### config.mk
export PLATFORM = sky130hd
export DESIGN_NAME = ad9866_spi_slave
export DESIGN_NICKNAME = d
export VERILOG_FILES = /design/src/rtl/ad9866_spi_slave.sv
export SDC_FILE = /design/constraint.sdc
export NUM_CORES = 1
export LEC_CHECK = 0
export ABC_AREA = 1
export CORE_MARGIN = 4
export CORE_UTILIZATION = 55
export CTS_CLUSTER_SIZE = 8
export DETAILED_ROUTE_END_ITERATION = 8
export PLACE_DENSITY = 0.79
export SLEW_MARGIN = 20
export SYNTH_ARGS = -nofsm -noshare
export SYNTH_HDL_FRONTEND = slang
export SYNTH_SLANG_ARGS = --single-unit
### constraint.sdc
create_clock -name clk -period 6.6 [get_ports clk]
set_clock_uncertainty 0.2 [all_clocks]
set_input_delay 1.98 -clock clk [delete_from_list [all_inputs] [get_ports clk]]
set_output_delay 1.98 -clock clk [all_outputs]
set_load 0.1 [all_outputs]
### src/rtl/ad9866_spi_slave.sv
// ---------------------------------------------------------------------------
// ad9866_spi_slave
// SPI responder emulating the AD9866 4-wire register port. It is the far end
// of the on-chip AD9866 SPI initiator in loopback builds. Frames are 16 bits,
// MSB first: [15] R/W (1 = read), [14:13] N1N0 byte count (only 00 legal),
// [12:8] address, [7:0] data. All SPI inputs are synchronous to clk.
//
// Ports:
//   clk        system clock
//   rst_n      asynchronous active-low reset
//   sclk       SPI clock from initiator (idle low)
//   sen_n      SPI enable, active low
//   sdio       SPI data from initiator, MSB first
//   sdo        SPI read data to initiator
//   wr_stb     one-cycle pulse per committed write
//   wr_addr    address of the last committed write
//   wr_data    data of the last committed write
//   frame_err  one-cycle pulse per malformed or aborted frame
//   rx_pd      register 0x01 bit 0
//   rx_pga     register 0x09 bits 5:0
//   tx_gain    register 0x0a bits 3:0
//   dbg_addr   debug read address
//   dbg_data   register[dbg_addr], combinational, 0 when unimplemented
// ---------------------------------------------------------------------------
module ad9866_spi_slave #(
    parameter int          NUM_REGS  = 20,
    parameter logic [7:0]  RST_REG06 = 8'h54
) (
    input  logic       clk,
    input  logic       rst_n,
    input  logic       sclk,
    input  logic       sen_n,
    input  logic       sdio,
    output logic       sdo,
    output logic       wr_stb,
    output logic [4:0] wr_addr,
    output logic [7:0] wr_data,
    output logic       frame_err,
    output logic       rx_pd,
    output logic [5:0] rx_pga,
    output logic [3:0] tx_gain,
    input  logic [4:0] dbg_addr,
    output logic [7:0] dbg_data
);

    localparam logic [1:0] ST_IDLE  = 2'd0;
    localparam logic [1:0] ST_SHIFT = 2'd1;
    localparam logic [1:0] ST_DRAIN = 2'd2;

    // Six bits hold the full legal range 1..32 for the address comparison.
    localparam logic [5:0] NUM_REGS_L = 6'(NUM_REGS);

    logic [1:0]  state_r;
    logic        sclk_q_r;
    logic        sen_q_r;
    logic [4:0]  bitcnt_r;
    // Bits received so far; the 16th bit is taken straight from sdio.
    logic [14:0] shreg_r;
    // Remaining read bits; bit 7 goes out directly at the address fall.
    logic [6:0]  rdata_r;
    logic        rd_r;
    logic        err_seen_r;

    logic [7:0]  regs_r [NUM_REGS];
    logic [7:0]  regs_pad_s [32];

    logic        rise_s;
    logic        fall_s;
    logic        sen_fall_s;
    logic [15:0] next_shreg_s;
    logic [4:0]  next_cnt_s;
    logic        addr_ok_s;
    logic        wr_en_s;
    logic [7:0]  rd_byte_s;

    // Unimplemented addresses read as zero through a full 32-entry view.
    for (genvar g = 0; g < 32; g++) begin : g_pad
        if (g < NUM_REGS) begin : g_impl
            assign regs_pad_s[g] = regs_r[g];
        end else begin : g_unimpl
            assign regs_pad_s[g] = 8'h00;
        end
    end

    assign rx_pd    = regs_pad_s[1][0];
    assign rx_pga   = regs_pad_s[9][5:0];
    assign tx_gain  = regs_pad_s[10][3:0];
    assign dbg_data = regs_pad_s[dbg_addr];

    // Edge detection, frame field decode and write-commit qualification.
    always_comb begin
        rise_s       = sclk & ~sclk_q_r & ~sen_n;
        fall_s       = ~sclk & sclk_q_r & ~sen_n;
        sen_fall_s   = ~sen_n & sen_q_r;
        next_shreg_s = {shreg_r, sdio};
        next_cnt_s   = bitcnt_r + 5'd1;
        addr_ok_s    = ({1'b0, next_shreg_s[12:8]} < NUM_REGS_L);
        wr_en_s      = (state_r == ST_SHIFT) && rise_s && (next_cnt_s == 5'd16)
                       && !next_shreg_s[15] && addr_ok_s;
        // At the address fall, the address sits in the low five received bits.
        rd_byte_s    = regs_pad_s[shreg_r[4:0]];
    end

    // Register file: reset values and write commit on the 16th rise.
    always_ff @(posedge clk or negedge rst_n) begin
        if (!rst_n) begin
            for (int i = 0; i < NUM_REGS; i++) begin
                regs_r[i] <= (i == 32'd6) ? RST_REG06 : 8'h00;
            end
        end else begin
            for (int i = 0; i < NUM_REGS; i++) begin
                if (wr_en_s && (next_shreg_s[12:8] == 5'(i))) begin
                    regs_r[i] <= next_shreg_s[7:0];
                end else begin
                    regs_r[i] <= regs_r[i];
                end
            end
        end
    end

    // Frame sequencer: shift, header check, read serialisation, error pulses.
    always_ff @(posedge clk or negedge rst_n) begin
        if (!rst_n) begin
            state_r    <= ST_IDLE;
            sclk_q_r   <= 1'b0;
            // Cleared so a frame already in progress at reset release is ignored
            // until sen_n is seen high again.
            sen_q_r    <= 1'b0;
            bitcnt_r   <= 5'd0;
            shreg_r    <= 15'd0;
            rdata_r    <= 7'd0;
            rd_r       <= 1'b0;
            err_seen_r <= 1'b0;
            sdo        <= 1'b0;
            wr_stb     <= 1'b0;
            wr_addr    <= 5'd0;
            wr_data    <= 8'd0;
            frame_err  <= 1'b0;
        end else begin
            sclk_q_r  <= sclk;
            sen_q_r   <= sen_n;
            wr_stb    <= 1'b0;
            frame_err <= 1'b0;
            case (state_r)
                ST_IDLE: begin
                    sdo        <= 1'b0;
                    rd_r       <= 1'b0;
                    err_seen_r <= 1'b0;
                    if (sen_fall_s) begin
                        state_r <= ST_SHIFT;
                        // A rise coincident with sen_n falling is bit 15.
                        if (rise_s) begin
                            shreg_r  <= next_shreg_s[14:0];
                            bitcnt_r <= next_cnt_s;
                        end else begin
                            bitcnt_r <= 5'd0;
                        end
                    end else begin
                        bitcnt_r <= 5'd0;
                    end
                end
                ST_SHIFT: begin
                    if (sen_n) begin
                        frame_err <= 1'b1;
                        sdo       <= 1'b0;
                        bitcnt_r  <= 5'd0;
                        state_r   <= ST_IDLE;
                    end else if (rise_s) begin
                        shreg_r  <= next_shreg_s[14:0];
                        bitcnt_r <= next_cnt_s;
                        if ((next_cnt_s == 5'd3) && (next_shreg_s[1:0] != 2'b00)) begin
                            frame_err  <= 1'b1;
                            err_seen_r <= 1'b1;
                            sdo        <= 1'b0;
                            state_r    <= ST_DRAIN;
                        end else if (next_cnt_s == 5'd16) begin
                            sdo     <= 1'b0;
                            state_r <= ST_DRAIN;
                            if (wr_en_s) begin
                                wr_stb  <= 1'b1;
                                wr_addr <= next_shreg_s[12:8];
                                wr_data <= next_shreg_s[7:0];
                            end else begin
                                wr_stb <= 1'b0;
                            end
                        end else begin
                            state_r <= ST_SHIFT;
                        end
                    end else if (fall_s && (bitcnt_r == 5'd8)) begin
                        // Address complete: R/W is the eighth bit back.
                        rd_r <= shreg_r[7];
                        if (shreg_r[7]) begin
                            sdo     <= rd_byte_s[7];
                            rdata_r <= rd_byte_s[6:0];
                        end else begin
                            sdo <= 1'b0;
                        end
                    end else if (fall_s && rd_r && (bitcnt_r > 5'd8) && (bitcnt_r < 5'd16)) begin
                        sdo     <= rdata_r[6];
                        rdata_r <= {rdata_r[5:0], 1'b0};
                    end else begin
                        state_r <= ST_SHIFT;
                    end
                end
                ST_DRAIN: begin
                    sdo <= 1'b0;
                    if (sen_n) begin
                        state_r <= ST_IDLE;
                    end else if (rise_s && !err_seen_r) begin
                        // Over-long frame: flag once, the committed write stands.
                        frame_err  <= 1'b1;
                        err_seen_r <= 1'b1;
                    end else begin
                        state_r <= ST_DRAIN;
                    end
                end
                default: begin
                    sdo      <= 1'b0;
                    bitcnt_r <= 5'd0;
                    state_r  <= ST_IDLE;
                end
            endcase
        end
    end

endmodule
==> results of run 1 <==
-- final timing paths --
check / start / to
hold reg to reg: regs_pad_s[145] / regs_pad_s[145]
max in group asynchronous: rst_n / shreg_r[0]
hold / removal: regs_pad_s[145] / regs_pad_s[145]
min in group asynchronous: rst_n / regs_pad_s[217]
setup reg to reg: shreg_r[0] / rdata_r[0]
setup / recovery: dbg_addr[3] / dbg_data[3]
-- sequential cells by signal, summed over array words and instances, names as in the netlist, 2 cells and up --
| register | count |
|---|---|
| rx_pga | 6 |
| state_r | 2 |
| shreg_r | 15 |
| wr_data | 8 |
| regs_pad_s | 149 |
| wr_addr | 5 |
| tx_gain | 4 |
| bitcnt_r | 5 |
| rdata_r | 7 |
-- cell type report --
cell class                      count  area (um2)  share of cell area
Timing Repair Buffer               64         723              0.0548
Multi-Input combinational cell   1057        5250               0.397
Clock inverter                      2        38.8             0.00294
Clock buffer                       42         796              0.0603
Tap cell                          275         344              0.0261
Inverter                          216         816              0.0618
Sequential cell                   209        5240               0.397
-- per-stage QoR --
stage / worst slack (ns) / std cells / power, mW / hold WS, ns / utilization
final: 0.457 / 1865 / 3.99 / 0.280 / 0.624
after global routing: 0.306 / 1865 / 4.18 / 0.298 / 0.624
after CTS: 0.555 / 1864 / 3.98 / 0.280 / 0.623
after detailed placement: 0.575 / 1820 / 2.59 / 0.266 / 0.583
after global placement: 0.593 / 1820 / 2.57 / 0.264 / 0.583
after floorplan: 0.680 / 1593 / 2.20 / 0.249 / -
-- cell usage in the layout (no fill, tap or decap), drive strengths merged --
cell type,n
buf,31
xor2,1
xnor2,1
a22o,2
dfstp,3
o2111ai,1
clkbuf,42
clkdlybuf4s50,33
a211oi,1
o211ai,30
nor2,79
a21oi,103
clkinv,4
nor3,9
and2,1
o22ai,16
nand4,4
o21ai,338
dfrtp,206
ha,8
inv,214
nand3,72
nand2,391
-- power by group --
part / internal [mW] / total, mW / switching [mW]
combinational: 0.313 / 1.11 / 0.799
clock: 0.824 / 1.38 / 0.557
sequential: 1.32 / 1.50 / 0.179
total: 2.46 / 3.99 / 1.53
-- logic make-up after synthesis --
group           share of synthesized area
xor+xnor                          0.00147
simple gates                        0.199
flops                               0.441
fa+ha+maj                         0.00843
compound gates                      0.233
buf+inv                             0.118
-- layer usage --
metal  GRT usage  vias up  part of all wire
li1            -     5113                 -
met1       0.413     5028              0.42
met2       0.417      641              0.43
met3      0.0573      125              0.11
met4       0.114        0             0.049
met5           0        -                 0
-- critical path: cells and delay by family --
family	cells	cell delay [ns]
simple gates	2	0.68
compound gates	1	0.33
buf+inv	3	0.96
==> flow_summary.json, run 1 <==
{
  "status": "complete, no violations",
  "ys_types": 36,
  "die_area_um2": 24000,
  "hold_class": "flop to flop",
  "antenna_found_initial": 0,
  "finalCriticalPeriod_ns": 6.14,
  "wire_per_inst_um": 18.2,
  "report.final.slew_viol_count": 0,
  "gr-total-overflow": 0,
  "synth_common_cells": "nand2_1 (387), o21ai_0 (274), inv_1 (210)",
  "cpMaxStageDelayCell": "clkdlybuf4s50_1",
  "async_flop_share": 1.00,
  "cts-resized-gates": 0,
  "setup-tns-final_ns": 0,
  "drt_iter0_markers": 1545,
  "synth-seq-cells": 209,
  "dieWidth_um": 155,
  "worstPathRequired_ns": 4.42,
  "area_growth_pct": 11.2,
  "drc": 0,
  "rsz0062_at_grt": "no",
  "crit_path_max_incr_delay_ns": 0.64,
  "grt_pass1_vias": 10061,
  "start_util": 0.562,
  "reg2regPathDepth": 11,
  "synth_edf_count": 0,
  "ys_seq_area_frac": 0.441,
  "synth_top_area_share": 0.434,
  "cp_max_fo": 10,
  "synth_top_cell_by_area": "dfrtp_1",
  "post-cts-setup-buffer-count": 0,
  "first_pass_iters": 6,
  "slew_headroom": 0.327,
  "fin_nets": 1596,
  "avgSynthCellArea_um2": 7.46,
  "synthTopCellsByArea": "dfrtp_1 (43%), nand2_1 (12%), o21ai_0 (12%)",
  "ant_nets": 0,
  "numCtsBuffers": 30,
  "core_area_um2": 21200,
  "portBuffers": 44,
  "max_freq_mhz": 163,
  "crit_path_end_kind": "output port",
  "synthCells": 1593,
  "setup_viol": 0,
  "synthesis.nets": 1611,
  "rows": 53,
  "ys_warn_count": 0,
  "maxCapViolCount": 0,
  "fillers": 1817,
  "pwr_density_cell_nw_per_um2": 302,
  "drt-total-wl_um": 34000,
  "synth_most_common_cell": "nand2_1",
  "grt_usage": 0.284,
  "clockBufferDepth": 3,
  "p_leak_nw": 5.94,
  "antenna-diode-count": 0,
  "rrSetupSlack_ns": 3.31,
  "hold_depth": 2,
  "grt_max_degree": 135,
  "cts.clk_slew.worst_paths_ns": 0.05,
  "placed_cell_area_um2": 12300,
  "dr_total_vias": 10907,
  "ys.flop_type": "dfrtp_1",
  "worstPathCellList": "clkdlybuf4s50_1 > nor2_1 > inv_1 > nor2_1 > a22o_1 > buf_12",
  "htreeDepth": 1,
  "die_h_um": 155,
  "routed_via_density": 5.85,
  "period_share": 0.931,
  "syn_area_um2": 11900,
  "crit_type": "input port to output port",
  "cts_tree": "yes",
  "grt_pass1_wl_um": 54900,
  "final_cell_area_um2": 13200,
  "worstMarginPinSlew_ns": 1.01,
  "dpl.hpwl_um": 21600,
  "ir_drop_mv": 0.249,
  "cts_root_buf": "clkbuf_16",
  "gp_congestion": 0.984,
  "clkSinkCount": 209,
  "io-pin-count": 45,
  "final_layout_size_suffix_gt1_frac": 0.0887,
  "postCtsHoldBufs": 0,
  "crit_path_frequent_cell": "nor2_1",
  "finalHoldViolCount": 0,
  "clk_latency_ns": 0.56,
  "crit_arrival_ns": 3.96,
  "startpoint_type": "input port"
}
Power figures use the tool's default switching activity.
==> run 2, diff against run 1 <==
Settings changed: RECOVER_POWER set to 100.
==> run 2 against run 1 <==
  * Cell count unchanged
  * Wire length shrank 0.16%
  * The run now ends with max-capacitance violations, max-slew violations left
  * Combinational power decreased by 4%
  * Sequential power hardly changed
  * Core utilization decreased by 1.7 points
  * Non-clock buffer count unchanged
  * Clock power barely moved
  * Total power shrank 1.0%
==> flow_summary.json, run 2 (synthesized netlist as in run 1, its figures left out) <==
{
  "final_cell_mix": "nand2_1 (390), o21ai_0 (330), inv_1 (209)",
  "cts.clk_slew.worst_paths_ns": 0.05,
  "numCtsBuffers": 30,
  "grt_pass1_vias": 10061,
  "setup-tns-final_ns": 0,
  "ir_drop_mv": 0.249,
  "crit_path_end_kind": "output port",
  "dr_total_vias": 10852,
  "report.final.slew_viol_count": 62,
  "grt_pass1_wl_um": 54900,
  "final_layout_size_suffix_gt1_frac": 0.0503,
  "gr-total-overflow": 0,
  "reg2regPathDepth": 10,
  "drt_iter0_markers": 1484,
  "die_area_um2": 24000,
  "grt_usage": 0.284,
  "hold_depth": 2,
  "post-cts-setup-buffer-count": 0,
  "routed_via_density": 5.82,
  "hold_class": "flop to flop",
  "die_h_um": 155,
  "failed_checks": "max-capacitance violations, max-slew violations",
  "io-pin-count": 45,
  "maxCapViolCount": 1,
  "drc": 0,
  "cts_root_buf": "clkbuf_16",
  "ant_nets": 0,
  "antenna_found_initial": 0,
  "wire_per_inst_um": 18.2,
  "cts_tree": "yes",
  "layout_commonest_cell": "nand2_1",
  "max_freq_mhz": 158,
  "fillers": 1887,
  "slew_headroom": -1.43,
  "rsz0062_at_grt": "no",
  "gp_congestion": 0.984,
  "startpoint_type": "input port",
  "portBuffers": 44,
  "clk_latency_ns": 0.56,
  "period_share": 0.957,
  "final_cell_area_um2": 12900,
  "finalCriticalPeriod_ns": 6.32,
  "drt-total-wl_um": 33900,
  "start_util": 0.562,
  "grt_max_degree": 135,
  "worstMarginPinSlew_ns": 3.65,
  "finalHoldViolCount": 0,
  "pwr_density_cell_nw_per_um2": 307,
  "final_core_util": 0.608,
  "first_pass_iters": 6,
  "cts-resized-gates": 0,
  "cp_max_fo": 10,
  "status": "finished with violations",
  "placed_cell_area_um2": 12300,
  "dpl.hpwl_um": 21600,
  "finalPower_mw": 3.95,
  "p_leak_nw": 5.89,
  "crit_arrival_ns": 4.14,
  "htreeDepth": 1,
  "largest_register_ffs": 149,
  "fin_nets": 1596,
  "fin_cells": 1865,
  "clkSinkCount": 209,
  "dp.cells": 1820,
  "setup_viol": 0,
  "antenna-diode-count": 0,
  "clockBufferDepth": 3,
  "worstPathRequired_ns": 4.42,
  "core_area_um2": 21200,
  "dieWidth_um": 155,
  "area_growth_pct": 8.22,
  "crit_type": "input port to output port",
  "rows": 53,
  "postCtsHoldBufs": 0
}
==> run 2: changes by cell type in the layout (fill, tap and decap cells not counted), sizes merged <==
cell / change
dlygate4sd3: +31
buf: -6
clkbuf: +6
clkinvlp: +1
clkdlybuf4s50: -31
inv: -1
==> run 2: worst max-delay path: stages <==
cell and delay (ns):
dlygate4sd3_1 0.71, nor2_1 0.29, inv_1 0.12, nor2_1 0.39, a22o_1 0.29, clkbuf_4 0.35
==> run 2: metrics by stage <==
step,setup slack (ns),hold slack [ns]
6_report,0.284,0.277
5_1_grt,0.164,0.298
4_1_cts,0.555,0.280
3_5_place_dp,0.575,0.266
3_3_place_gp,0.593,0.264
2_1_floorplan,0.680,0.249
==> run 2: worst paths after layout <==
path                             start              end  slack [ns]
hold / removal                     sdo              sdo        0.28
setup / recovery           dbg_addr[3]      dbg_data[3]        0.28
setup reg to reg           bitcnt_r[0]  regs_pad_s[163]        2.63
hold reg to reg                    sdo              sdo        0.28
max in group asynchronous        rst_n        rx_pga[0]        1.67
min in group asynchronous        rst_n  regs_pad_s[199]        2.48
==> run 2: layout make-up <==
| cell class | count | area [um2] | area share |
|---|---|---|---|
| clock buffer | 42 | 796 | 0.0619 |
| clock inverter | 2 | 38.8 | 0.00302 |
| inverter | 216 | 812 | 0.0632 |
| multi-input combinational | 1057 | 4950 | 0.385 |
| sequential | 209 | 5240 | 0.408 |
| tap | 275 | 344 | 0.0268 |
| timing repair buffer | 64 | 676 | 0.0526 |
==> run 2: power by group <==
part | internal (mW) | total, mW | switching (mW) | leakage, nW
logic | 0.307 | 1.07 | 0.764 | 2.92
clock network | 0.824 | 1.38 | 0.557 | 0.399
registers | 1.32 | 1.50 | 0.179 | 2.57
total | 2.45 | 3.95 | 1.50 | 5.89
==> run 2: layer usage <==
| metal | up-vias | share of wire | GRT usage |
|---|---|---|---|
| li1 | 5101 | - | - |
| met1 | 5030 | 0.42 | 0.413 |
| met2 | 613 | 0.43 | 0.417 |
| met3 | 108 | 0.11 | 0.0573 |
| met4 | 0 | 0.045 | 0.114 |
| met5 | - | 0 | 0 |
